[config.mk]
export PLATFORM = sky130hd
export DESIGN_NAME = uart_rx_os_fifo
export DESIGN_NICKNAME = d
export VERILOG_FILES = /design/src/rtl/uart_pkg.sv /design/src/rtl/uart_rx_fifo.sv /design/src/rtl/uart_rx_os_fifo.sv
export SDC_FILE = /design/constraint.sdc
export NUM_CORES = 1
export LEC_CHECK = 0
export ABC_AREA = 1
export CORE_UTILIZATION = 55
export CTS_BUF_LIST = sky130_fd_sc_hd__clkbuf_4
export CTS_CLUSTER_DIAMETER = 200
export DETAILED_ROUTE_END_ITERATION = 7
export GPL_ROUTABILITY_DRIVEN = 0
export PLACE_DENSITY = 0.73
export SETUP_SLACK_MARGIN = 0.2
export SYNTH_ARGS = -nofsm -noshare
export SYNTH_HDL_FRONTEND = slang
export SYNTH_SLANG_ARGS = --single-unit
[constraint.sdc]
create_clock -name rx_clk -period 5.23 [get_ports rx_clk]
set_clock_uncertainty 0.05 [all_clocks]
set_input_delay 1.046 -clock rx_clk [delete_from_list [all_inputs] [get_ports rx_clk]]
set_output_delay 1.046 -clock rx_clk [all_outputs]
set_load 0.03 [all_outputs]
[src/rtl/uart_pkg.sv]
// uart_pkg: shared FSM type and helpers for the oversampling UART receiver
package uart_pkg;
  typedef enum logic [2:0] {IDLE, START, DATA, PARITY, STOP} rx_state_e;
  localparam int MIN_OVERSAMPLE = 8;
  function automatic int div_calc(input int clk_hz, input int baud, input int os);
    return clk_hz / (baud * os);
  endfunction
  function automatic logic os_ok(input int os);
    return os >= MIN_OVERSAMPLE && os % 2 == 0;
  endfunction
  function automatic logic parity_calc(input logic [8:0] data, input logic even);
    return even ? ^data : ~^data;
  endfunction
endpackage

[src/rtl/uart_rx_fifo.sv]
// uart_rx_fifo: first-word-fall-through sync FIFO with occupancy count and drop flag
module uart_rx_fifo #(
  parameter int WIDTH = 10,
  parameter int DEPTH = 8
) (
  input  logic                     clk,
  input  logic                     rst,
  input  logic                     push,
  input  logic [WIDTH-1:0]         wdata,
  input  logic                     pop,
  output logic [WIDTH-1:0]         rdata,
  output logic                     valid,
  output logic                     drop,
  output logic [$clog2(DEPTH):0]   count
);
  localparam int AW = $clog2(DEPTH);
  localparam int CW = AW + 1;
  logic [WIDTH-1:0] mem_q [DEPTH];
  logic [AW-1:0] wr_q, wr_d, rd_q, rd_d;
  logic [CW-1:0] count_q, count_d;
  logic do_push, do_pop;
  always_comb begin
    valid = count_q != '0;
    do_pop = pop & valid;
    do_push = push & ((count_q != CW'(DEPTH)) | do_pop);
    drop = push & ~do_push;
    wr_d = wr_q + AW'(do_push);
    rd_d = rd_q + AW'(do_pop);
    count_d = count_q + CW'(do_push) - CW'(do_pop);
    rdata = valid ? mem_q[rd_q] : '0;
    count = count_q;
  end
  always_ff @(posedge clk) begin
    if (rst) begin
      wr_q <= '0;
      rd_q <= '0;
      count_q <= '0;
    end else begin
      wr_q <= wr_d;
      rd_q <= rd_d;
      count_q <= count_d;
    end
    if (do_push) mem_q[wr_q] <= wdata;
  end
endmodule

[src/rtl/uart_rx_os_fifo.sv]
// uart_rx_os_fifo: oversampling UART receiver with majority vote, error tagging and receive FIFO
module uart_rx_os_fifo
  import uart_pkg::*;
#(
  parameter int RX_SYS_CLK = 50_000_000,
  parameter int BAUD_RATE  = 9600,
  parameter int OVERSAMPLE = 16,
  parameter int DATA_WIDTH = 8,
  parameter int STOP_BITS  = 1,
  parameter int FIFO_DEPTH = 8
) (
  input  logic                          rx_clk,
  input  logic                          rst,
  input  logic                          rx,
  input  logic                          parity_en,
  input  logic                          odd_r_even_parity,
  output logic                          m_valid,
  input  logic                          m_ready,
  output logic [DATA_WIDTH-1:0]         m_data,
  output logic                          m_parity_error,
  output logic                          m_framing_error,
  output logic                          done,
  output logic                          break_det,
  output logic                          overrun,
  input  logic                          overrun_clr,
  output logic [$clog2(FIFO_DEPTH):0]   fifo_count
);
  localparam int DIV = div_calc(RX_SYS_CLK, BAUD_RATE, OVERSAMPLE);
  localparam int DW = $clog2(DIV + 1);
  localparam int SW = $clog2(OVERSAMPLE);
  localparam int MID = OVERSAMPLE / 2;
  localparam int BW = 4;
  if (!os_ok(OVERSAMPLE) || DIV < 1 || DATA_WIDTH < 5 || DATA_WIDTH > 9 || STOP_BITS < 1 || STOP_BITS > 2
      || FIFO_DEPTH < 2 || (FIFO_DEPTH & (FIFO_DEPTH - 1)) != 0) begin : g_bad_cfg
    $error("uart_rx_os_fifo: illegal parameter combination");
  end
  rx_state_e state_q, state_d;
  logic [2:0] sync_q, sync_d;
  logic [DW-1:0] div_q, div_d;
  logic [SW-1:0] s_q, s_d;
  logic [1:0] smp_q, smp_d;
  logic [BW-1:0] bit_q, bit_d;
  logic [DATA_WIDTH-1:0] data_q, data_d;
  logic perr_q, perr_d, ferr_q, ferr_d, hi_q, hi_d, even_q, even_d, pen_q, pen_d;
  logic done_q, done_d, brk_q, brk_d, ovr_q, ovr_d;
  logic rx_s, fall, tick, act, maj, push, drop;
  logic [DATA_WIDTH+1:0] word, head;
  always_comb begin
    sync_d = {sync_q[1:0], rx};
    rx_s = sync_q[1];
    fall = sync_q[2] & ~sync_q[1];
    tick = div_q == DW'(DIV - 1);
    act = tick && s_q == SW'(MID + 1);
    maj = (smp_q[0] & smp_q[1]) | (smp_q[0] & rx_s) | (smp_q[1] & rx_s);
    div_d = tick ? '0 : div_q + DW'(1);
    s_d = !tick ? s_q : s_q == SW'(OVERSAMPLE - 1) ? '0 : s_q + SW'(1);
    smp_d[0] = tick && s_q == SW'(MID - 1) ? rx_s : smp_q[0];
    smp_d[1] = tick && s_q == SW'(MID) ? rx_s : smp_q[1];
    state_d = state_q;
    bit_d = bit_q;
    data_d = data_q;
    perr_d = perr_q;
    ferr_d = ferr_q;
    hi_d = hi_q;
    even_d = even_q;
    pen_d = pen_q;
    push = 1'b0;
    brk_d = 1'b0;
    case (state_q)
      IDLE: if (fall) begin
        state_d = START;
        div_d = '0;
        s_d = '0;
      end
      START: if (act) begin
        state_d = maj ? IDLE : DATA;
        bit_d = '0;
        perr_d = 1'b0;
        ferr_d = 1'b0;
        hi_d = 1'b0;
        even_d = odd_r_even_parity;
        pen_d = parity_en;
      end
      DATA: if (act) begin
        data_d = {maj, data_q[DATA_WIDTH-1:1]};
        bit_d = bit_q == BW'(DATA_WIDTH - 1) ? '0 : bit_q + BW'(1);
        state_d = bit_q != BW'(DATA_WIDTH - 1) ? DATA : pen_q ? PARITY : STOP;
      end
      PARITY: if (act) begin
        perr_d = maj != parity_calc(9'(data_q), even_q);
        state_d = STOP;
      end
      STOP: if (act) begin
        ferr_d = ferr_q | ~maj;
        hi_d = hi_q | maj;
        bit_d = bit_q + BW'(1);
        if (bit_q == BW'(STOP_BITS - 1)) begin
          // leave mid stop bit so the next start edge is never missed
          state_d = IDLE;
          push = 1'b1;
          brk_d = data_q == '0 && !hi_d;
        end
      end
      default: state_d = IDLE;
    endcase
    word = {perr_d, ferr_d, data_d};
    done_d = push;
  end
  assign ovr_d = drop ? 1'b1 : overrun_clr ? 1'b0 : ovr_q;
  always_ff @(posedge rx_clk) begin
    if (rst) begin
      state_q <= IDLE;
      sync_q <= 3'b111;
      div_q <= '0;
      s_q <= '0;
      smp_q <= '0;
      bit_q <= '0;
      data_q <= '0;
      perr_q <= 1'b0;
      ferr_q <= 1'b0;
      hi_q <= 1'b0;
      even_q <= 1'b0;
      pen_q <= 1'b0;
      done_q <= 1'b0;
      brk_q <= 1'b0;
      ovr_q <= 1'b0;
    end else begin
      state_q <= state_d;
      sync_q <= sync_d;
      div_q <= div_d;
      s_q <= s_d;
      smp_q <= smp_d;
      bit_q <= bit_d;
      data_q <= data_d;
      perr_q <= perr_d;
      ferr_q <= ferr_d;
      hi_q <= hi_d;
      even_q <= even_d;
      pen_q <= pen_d;
      done_q <= done_d;
      brk_q <= brk_d;
      ovr_q <= ovr_d;
    end
  end
  uart_rx_fifo #(.WIDTH(DATA_WIDTH + 2), .DEPTH(FIFO_DEPTH)) u_fifo (
    .clk(rx_clk),
    .rst(rst),
    .push(push),
    .wdata(word),
    .pop(m_ready),
    .rdata(head),
    .valid(m_valid),
    .drop(drop),
    .count(fifo_count)
  );
  assign {m_parity_error, m_framing_error, m_data} = head;
  assign done = done_q;
  assign break_det = brk_q;
  assign overrun = ovr_q;
endmodule
==> results.rst, run 1 <==
.. list-table::
   :header-rows: 1

   * - Metric
     - Value
   * - Path category of the worst min-delay check
     - flop to flop
   * - Data required time at the worst endpoint
     - roughly 4.1 ns
   * - Vertical extent of the die
     - approximately 110 um
   * - Power Dens Cells
     - between 400 and 500 mW/mm2
   * - Cell Area, Placed
     - between 0.006 and 0.007 mm2
   * - Result of the run
     - finished clean
   * - Main synth FF type
     - sky130_fd_sc_hd__edfxtp_1
   * - Global-route wire length before repair
     - roughly 19,000 um
   * - Async set or reset register ratio after synthesis
     - 0%
   * - Hold path depth
     - 1
   * - Launch point of the worst reg-to-reg path
     - div_q[0]
   * - Clock Root Buffer
     - sky130_fd_sc_hd__clkbuf_4
   * - Initial Utilization
     - between 50% and 60%
   * - Number of nets with antenna violations after detailed routing
     - 0
   * - Setup repair after global routing missed its margin
     - no
   * - Port buffer count
     - 24
   * - Clock edge transition at the registers on the reported setup and hold paths
     - ~0.12 ns
   * - H-tree depth
     - 4
   * - Grt ovf
     - 0
   * - Capture point of the worst reg-to-reg path
     - u_fifo.mem_q[6][4]
   * - Reported max-cap violation count
     - 0
   * - Fraction of the yosys area taken by sequential cells
     - roughly three fifths
   * - Worst setup path category
     - flop to output port
   * - Number of synthesized flops with an enable pin
     - 80
   * - Clk sink count
     - approximately 130
   * - Crit path max-delay cell type
     - sky130_fd_sc_hd__dfxtp_1
   * - Worst slew margin relative to its limit
     - 21.2%
   * - Post-CTS Setup Repair Bufs
     - 0
   * - Length in cells of the worst reg-to-reg path
     - 12
   * - Total core area
     - roughly 0.010 mm2
   * - Count of standard-cell rows
     - 37
   * - Sum of routed wire segments on met1
     - slightly below 5000 um
   * - Post-synthesis sequential element count
     - between 100 and 150
   * - Drt via density
     - between 5 and 6
   * - Max Used Layer
     - met4
   * - Count of synthesis-stage warnings from yosys
     - 0
   * - Antenna violations before repair
     - 0
   * - Count of different cell masters after synthesis
     - 35
   * - Series of cell instances along the critical path
     - buf_4 > nor2_1 > nor2_1 > o21ai_0 > o21ai_0 > o21ai_0 > a31oi_1 > clkdlybuf4s50_1
   * - Final setup slack of the worst path
     - slightly above 1 ns
   * - Leakage power
     - approximately 2.5 nW
   * - Die Outline Area
     - 0.0110 mm2
   * - Dominant cell by count in the synthesized netlist
     - sky130_fd_sc_hd__nor2_1
   * - Share of post-route cells with drive strength above 1
     - 8.23%
   * - Top cells by area, synth
     - sky130_fd_sc_hd__edfxtp_1 41%, sky130_fd_sc_hd__dfxtp_1 17%, sky130_fd_sc_hd__nor2_1 7.4%, sky130_fd_sc_hd__nand2_1 6.2%, sky130_fd_sc_hd__o21ai_0 5.4%
   * - Longest individual stage delay on the worst path
     - about 0.80 ns
   * - Maximum ir drop on the vdd rail
     - 0.301 mV
   * - Avg WL per Cell
     - between 10 and 15 um
   * - Final Cycle Share
     - ~80%
   * - Dpl hpwl
     - slightly below 8000 um
   * - Critical Path Sink Type
     - output port
   * - Finished Cell Area
     - between 0.006 and 0.007 mm2
   * - DR WL met3
     - 682 um
   * - I/O pins
     - 25
   * - Cell types with the highest counts after synthesis
     - 115 x sky130_fd_sc_hd__nor2_1, 96 x sky130_fd_sc_hd__nand2_1, 80 x sky130_fd_sc_hd__edfxtp_1, 65 x sky130_fd_sc_hd__inv_1, 63 x sky130_fd_sc_hd__o21ai_0
   * - Overall routed net length
     - about 12,000 um
   * - Number of global-route vias before repair
     - around 4,100
   * - All-layer global routing usage
     - a little under a quarter
   * - CP max FO
     - 23
   * - Number of detailed-route iterations in the first pass
     - 4
   * - Final net count
     - around 700
   * - Met2 WL post-DR
     - approximately 5900 um
   * - Transition at the pin with the smallest max-transition slack
     - 1.18 ns
   * - Post-route DRC violation count
     - 0
   * - Count of endpoints failing hold in the final timing report
     - 0
   * - Count of cells resized by post-cts repair
     - 0
   * - Cell area after technology mapping
     - between 0.005 and 0.006 mm2
   * - Yosys top cell by area
     - sky130_fd_sc_hd__edfxtp_1
   * - Hold EP
     - sync_q[1]
   * - Startpoint type of the worst setup path
     - flop
   * - Post-synthesis instance total
     - roughly 630
   * - Syn-to-layout area delta
     - 11.3%
   * - Die span in x
     - around 110 um
   * - Cell count after placement
     - about 770
   * - Post-placement worst setup slack
     - 1.61 ns
   * - Hold path startpoint
     - sync_q[0]
   * - Maximum clock insertion buffer count
     - 2
   * - Antenna diodes
     - 0
   * - Cell occurring most often along the worst timing path
     - sky130_fd_sc_hd__o21ai_0
   * - Total power draw
     - 2.66 mW
   * - Maximum number of pins on one net before global-route repair
     - 41
   * - Via count of the routed design
     - around 4,300
   * - Hold-fix buffers at CTS
     - 0
   * - Post-synth net total
     - between 600 and 700
   * - Clock tree from TritonCTS
     - done
   * - Drt first-iter violations
     - 220
   * - Achievable Freq
     - 0.238 GHz
   * - Shortest period the worst path allows
     - about 4.2 ns
   * - Proportion of netlist area held by the largest area contributor
     - approximately two fifths
   * - Number of setup violations in the final report
     - 0
   * - Total count of max-transition violations in the final report
     - 0
   * - Reg2Reg Setup Slack
     - roughly 2.4 ns
   * - Per-instance average area after synthesis
     - slightly above 9 um2
   * - Total CTS buffers
     - 17
   * - Post-route non-filler standard cell count
     - 804
   * - Count of filler cells inserted in the layout
     - 841
   * - CP arrival
     - 3.11 ns
   * - Later-pin clock latency in the skew report
     - between 0.5 and 0.6 ns
   * - Sum of negative setup slack
     - 0 ns
==> metrics by stage <==
stage               util (%)  hold WS, ns
floorplan                  -        0.339
global placement        60.2        0.349
detailed placement      60.2        0.347
CTS                     63.0        0.387
global route            63.0        0.399
finish                  63.0        0.384
==> worst max-delay path, delay by kind of cell (launching register included) <==
family,cells,cell delay [ns]
AOI/OAI and AO/OA,4,0.51
buffers and inverters,2,1.11
DFF,1,0.80
and+or+nand+nor,2,0.16
==> cells by family (layout without fill, tap and decap cells) <==
family | Yosys count | count (layout) | synth area share [%]
AO/OA/AOI/OAI | 114 | 114 | 10.2
XOR/XNOR | 9 | 9 | 1.35
adder cells (fa/ha/maj) | 22 | 22 | 4.84
buffers and inverters | 88 | 131 | 5.72
flip-flops | 131 | 131 | 58.6
AND/OR/NAND/NOR | 261 | 261 | 19.2
==> area by class of cell <==
type	instances	area, um2	share of cell area (%)
inverter	71	269	4.14
multi-input combinational	406	2080	32.0
clock inverter	15	159	2.44
timing repair buffer	28	270	4.16
sequential	131	3420	52.7
clock buffer	17	128	1.96
tap	136	170	2.62
==> sequential cells by signal, summed over array words and instances, names as in the netlist, 4 cells and up <==
signal and count:
bit_q 4, data_q 8, div_q 9, s_q 4, u_fifo.count 4, u_fifo.mem_q 80
==> per-layer routing <==
metal / vias up / track usage [%]
li1: 2155 / -
met1: 1980 / 28.0
met2: 115 / 40.3
met3: 15 / 3.81
met4: 0 / 10.1
met5: - / 0
==> worst max path at each step <==
stage | start | end | slack [ns] | depth (start not counted)
floorplan | u_fifo.count[2] | m_data[0] | 2.06 | 8
global placement | u_fifo.rd_q[0] | m_parity_error | 1.62 | 8
detailed placement | u_fifo.rd_q[0] | m_parity_error | 1.61 | 8
CTS | u_fifo.rd_q[0] | m_data[0] | 1.0 | 8
global route | u_fifo.rd_q[0] | m_data[7] | 0.78 | 6
finish | u_fifo.rd_q[0] | m_parity_error | 1.03 | 8
==> cells in the final DEF (no fill, tap or decap), types with 17 or more instances in the layout <==
cell type and n:
sky130_fd_sc_hd__dfxtp_1 51, sky130_fd_sc_hd__clkdlybuf4s50_1 24, sky130_fd_sc_hd__o21ai_0 63, sky130_fd_sc_hd__nand3_1 23
sky130_fd_sc_hd__inv_1 65, sky130_fd_sc_hd__nor2_1 115, sky130_fd_sc_hd__a21oi_1 28, sky130_fd_sc_hd__clkbuf_4 17
sky130_fd_sc_hd__nand2_1 96, sky130_fd_sc_hd__edfxtp_1 80, sky130_fd_sc_hd__ha_1 21
==> report_power, final <==
group	switching (mW)	leakage [nW]	internal, mW
clock network	0.386	0.138	0.286
registers	0.0417	1.16	1.11
logic	0.525	1.21	0.307
total	0.953	2.51	1.70
Power figures use the tool's default switching activity.
==> inputs of run 2 (changes only) <==
==> constraint.sdc (replaced) <==
create_clock -name rx_clk -period 3.9 [get_ports rx_clk]
set_clock_uncertainty 0.05 [all_clocks]
set_input_delay 0.78 -clock rx_clk [delete_from_list [all_inputs] [get_ports rx_clk]]
set_output_delay 0.78 -clock rx_clk [all_outputs]
set_load 0.03 [all_outputs]
==> run 2 against run 1 <==
Combinational power grew 38%. Non-clock buffer count is the same. Final area grew 0.46%. First-iteration DRC count grew 16%. Routed wire length grew 1.7%. Core utilization grew 0.29 points. Via count grew 0.21%. Largest power group unchanged.
==> results.rst, run 2 (same netlist as run 1, synthesis figures left out) <==
.. list-table::
   :header-rows: 1

   * - Metric
     - Value
   * - Result of the run
     - finished clean
   * - Sum of negative setup slack
     - 0 ns (unchanged)
   * - Largest registers
     - u_fifo.mem_q (80), div_q (9), data_q (8)
   * - Total power draw
     - 3.63 mW (+37%)
   * - Number of detailed-route iterations in the first pass
     - 7 (+3)
   * - Data required time at the worst endpoint
     - 3.07 ns (-1.06 ns)
   * - Worst setup path category
     - flop to output port
   * - Maximum ir drop on the vdd rail
     - 0.412 mV (+37%)
   * - Antenna diodes
     - 0 (unchanged)
   * - Final net count
     - 684 (unchanged)
   * - Number of nets with antenna violations after detailed routing
     - 0 (unchanged)
   * - Total count of max-transition violations in the final report
     - 0 (unchanged)
   * - Hold-fix buffers at CTS
     - 0 (unchanged)
   * - Power Dens Cells
     - 556 mW/mm2 (+36%)
   * - Reg2Reg Setup Slack
     - 1.21 ns (-1.16 ns)
   * - Clk sink count
     - 131 (unchanged)
   * - Number of flip-flops under the largest register name
     - 80 (unchanged)
   * - Post-route non-filler standard cell count
     - 804 (unchanged)
   * - Count of endpoints failing hold in the final timing report
     - 0 (unchanged)
   * - Startpoint type of the worst setup path
     - flop
   * - Avg WL per Cell
     - 14.8 um (+1.7%)
   * - Die Outline Area
     - 0.0110 mm2 (unchanged)
   * - Later-pin clock latency in the skew report
     - 0.53 ns (about the same)
   * - Longest individual stage delay on the worst path
     - 0.71 ns (-0.09 ns)
   * - Maximum clock insertion buffer count
     - 2 (unchanged)
   * - Syn-to-layout area delta
     - 11.9%
   * - Global-route wire length before repair
     - 19,500 um (+0.11%)
   * - Dpl hpwl
     - 8410 um (+6.2%)
   * - Reported max-cap violation count
     - 0 (unchanged)
   * - Initial Utilization
     - 56.6% (unchanged)
   * - Drt first-iter violations
     - 255 (+16%)
   * - All-layer global routing usage
     - 23.5% (+0.43 points)
   * - Leakage power
     - 2.55 nW (+1.6%)
   * - Cell family contributing the most delay on the critical path
     - buffers and inverters
   * - Setup repair after global routing missed its margin
     - yes
   * - Final Cycle Share
     - 91.0%
   * - Antenna violations before repair
     - 0 (unchanged)
   * - Number of global-route vias before repair
     - 4,084 (-1.5%)
   * - Post-route DRC violation count
     - 0 (unchanged)
   * - Area of the multi-input gates
     - 0.00208 mm2 (unchanged)
   * - Grt ovf
     - 0 (unchanged)
   * - Overall routed net length
     - 11,900 um (+1.7%)
   * - Cell count after placement
     - 772 (unchanged)
   * - Hold_ws
     - 0.371 ns (-0.0124 ns)
   * - CP max FO
     - 40 (+74%)
   * - Path category of the worst min-delay check
     - flop to flop
   * - Crit path max-delay cell type
     - sky130_fd_sc_hd__clkdlybuf4s50_1
   * - Die span in x
     - 105 um (unchanged)
   * - I/O pins
     - 25 (unchanged)
   * - Count of filler cells inserted in the layout
     - 852 (+1.3%)
   * - H-tree depth
     - 4 (unchanged)
   * - Via count of the routed design
     - 4,274 (+0.21%)
   * - Achievable Freq
     - between 0.2 and 0.3 GHz
   * - Drt via density
     - 5.32 (+0.21%)
   * - Port buffer count
     - 24 (unchanged)
   * - Flip-flop and latch area
     - 0.00342 mm2 (about the same)
   * - Maximum number of pins on one net before global-route repair
     - 41 (unchanged)
   * - CP arrival
     - 2.72 ns (-0.39 ns)
   * - Most frequent cells in the layout
     - 115 x sky130_fd_sc_hd__nor2_1, 96 x sky130_fd_sc_hd__nand2_1, 80 x sky130_fd_sc_hd__edfxtp_1
   * - Transition at the pin with the smallest max-transition slack
     - 0.956 ns (-0.222 ns)
   * - Series of cell instances along the critical path
     - buf_6 > nor2_1 > nor2_1 > o21ai_0 > o21ai_1 > o21ai_0 > a31oi_1 > clkdlybuf4s50_1
   * - Most flop-heavy register
     - u_fifo.mem_q
   * - Number of buffers and inverters on the critical path
     - 2 (unchanged)
   * - Total CTS buffers
     - 17 (unchanged)
   * - Critical Path Sink Type
     - output port
   * - Worst slew margin relative to its limit
     - 36.1% (+15 points)
   * - Leading cell type in the layout, fill and taps excluded
     - sky130_fd_sc_hd__nor2_1
   * - Clock edge transition at the registers on the reported setup and hold paths
     - 0.13 ns (about the same)
   * - Clock Root Buffer
     - sky130_fd_sc_hd__clkbuf_4
   * - Vertical extent of the die
     - 105 um (unchanged)
   * - Final cell utilization of the core
     - 63.3% (+0.29 points)
   * - Number of setup violations in the final report
     - 0 (unchanged)
   * - Total core area
     - 0.0103 mm2 (unchanged)
   * - Count of standard-cell rows
     - 37 (unchanged)
   * - Clock tree from TritonCTS
     - done
   * - Share of post-route cells with drive strength above 1
     - 8.53% (+0.30 points)
   * - Shortest period the worst path allows
     - between 3 and 4 ns
## run 2: layout make-up
class | count | share of cell area [%]
Inverter | 71 | 4.16
Clock buffer | 18 | 2.07
Clock inverter | 14 | 2.63
Multi-Input combinational cell | 406 | 31.9
Sequential cell | 131 | 52.4
Tap cell | 136 | 2.61
Timing Repair Buffer | 28 | 4.23
## run 2: repair_timing
| action | 4_1_cts | 5_1_grt |
|---|---|---|
| hold endpoints to repair | 0 | 0 |
| resized for setup | 0 | 5 |
| setup buffers | 0 | 0 |
| setup endpoints to repair | 0 | 10 |
## run 2: worst register-to-register path: cells and delay by family (launching register included)
family                   cells  cell delay, ns
AND/OR/NAND/NOR              8            1.57
flip-flops                   1            0.35
adder cells (fa/ha/maj)      1            0.14
buffers and inverters        3            0.22
## run 2: worst paths after layout
path / cells past startpoint / start / end
setup reg to reg: 12 / div_q[0] / u_fifo.mem_q[7][3]
hold reg to reg: 1 / sync_q[0] / sync_q[1]
setup / recovery: 8 / u_fifo.rd_q[0] / m_data[0]
hold / removal: 1 / sync_q[0] / sync_q[1]
## run 2: through the flow
stage                     setup slack, ns  area, um2
after CTS                           0.207       6520
after detailed placement            0.741       6210
after global routing                0.185       6530
after global placement              0.743       6210
final                               0.351       6530
after floorplan                     0.997       5840
## run 2: per-layer routing
| metal | part of all wire, % | up-vias | track usage (%) |
|---|---|---|---|
| li1 | - | 2154 | - |
| met1 | 41 | 1958 | 28.1 |
| met2 | 50 | 134 | 39.5 |
| met3 | 5.9 | 28 | 6.80 |
| met4 | 2.7 | 0 | 9.96 |
| met5 | 0 | - | 0 |
## run 2: power by group
part | switching (mW) | internal, mW | total [mW]
registers | 0.0450 | 1.49 | 1.53
logic | 0.731 | 0.418 | 1.15
clock network | 0.540 | 0.410 | 0.951
total | 1.32 | 2.32 | 3.63
==> inputs of run 3 (changes only) <==
--- a/config.mk
+++ b/config.mk
@@ -13,6 +13,7 @@
 export GPL_ROUTABILITY_DRIVEN = 0
 export PLACE_DENSITY = 0.73
 export SETUP_SLACK_MARGIN = 0.2
+export SLEW_MARGIN = 15
 export SYNTH_ARGS = -nofsm -noshare
 export SYNTH_HDL_FRONTEND = slang
 export SYNTH_SLANG_ARGS = --single-unit
==> results of run 3 <==
The final DEF is identical to that of run 2; final timing and power are the same.
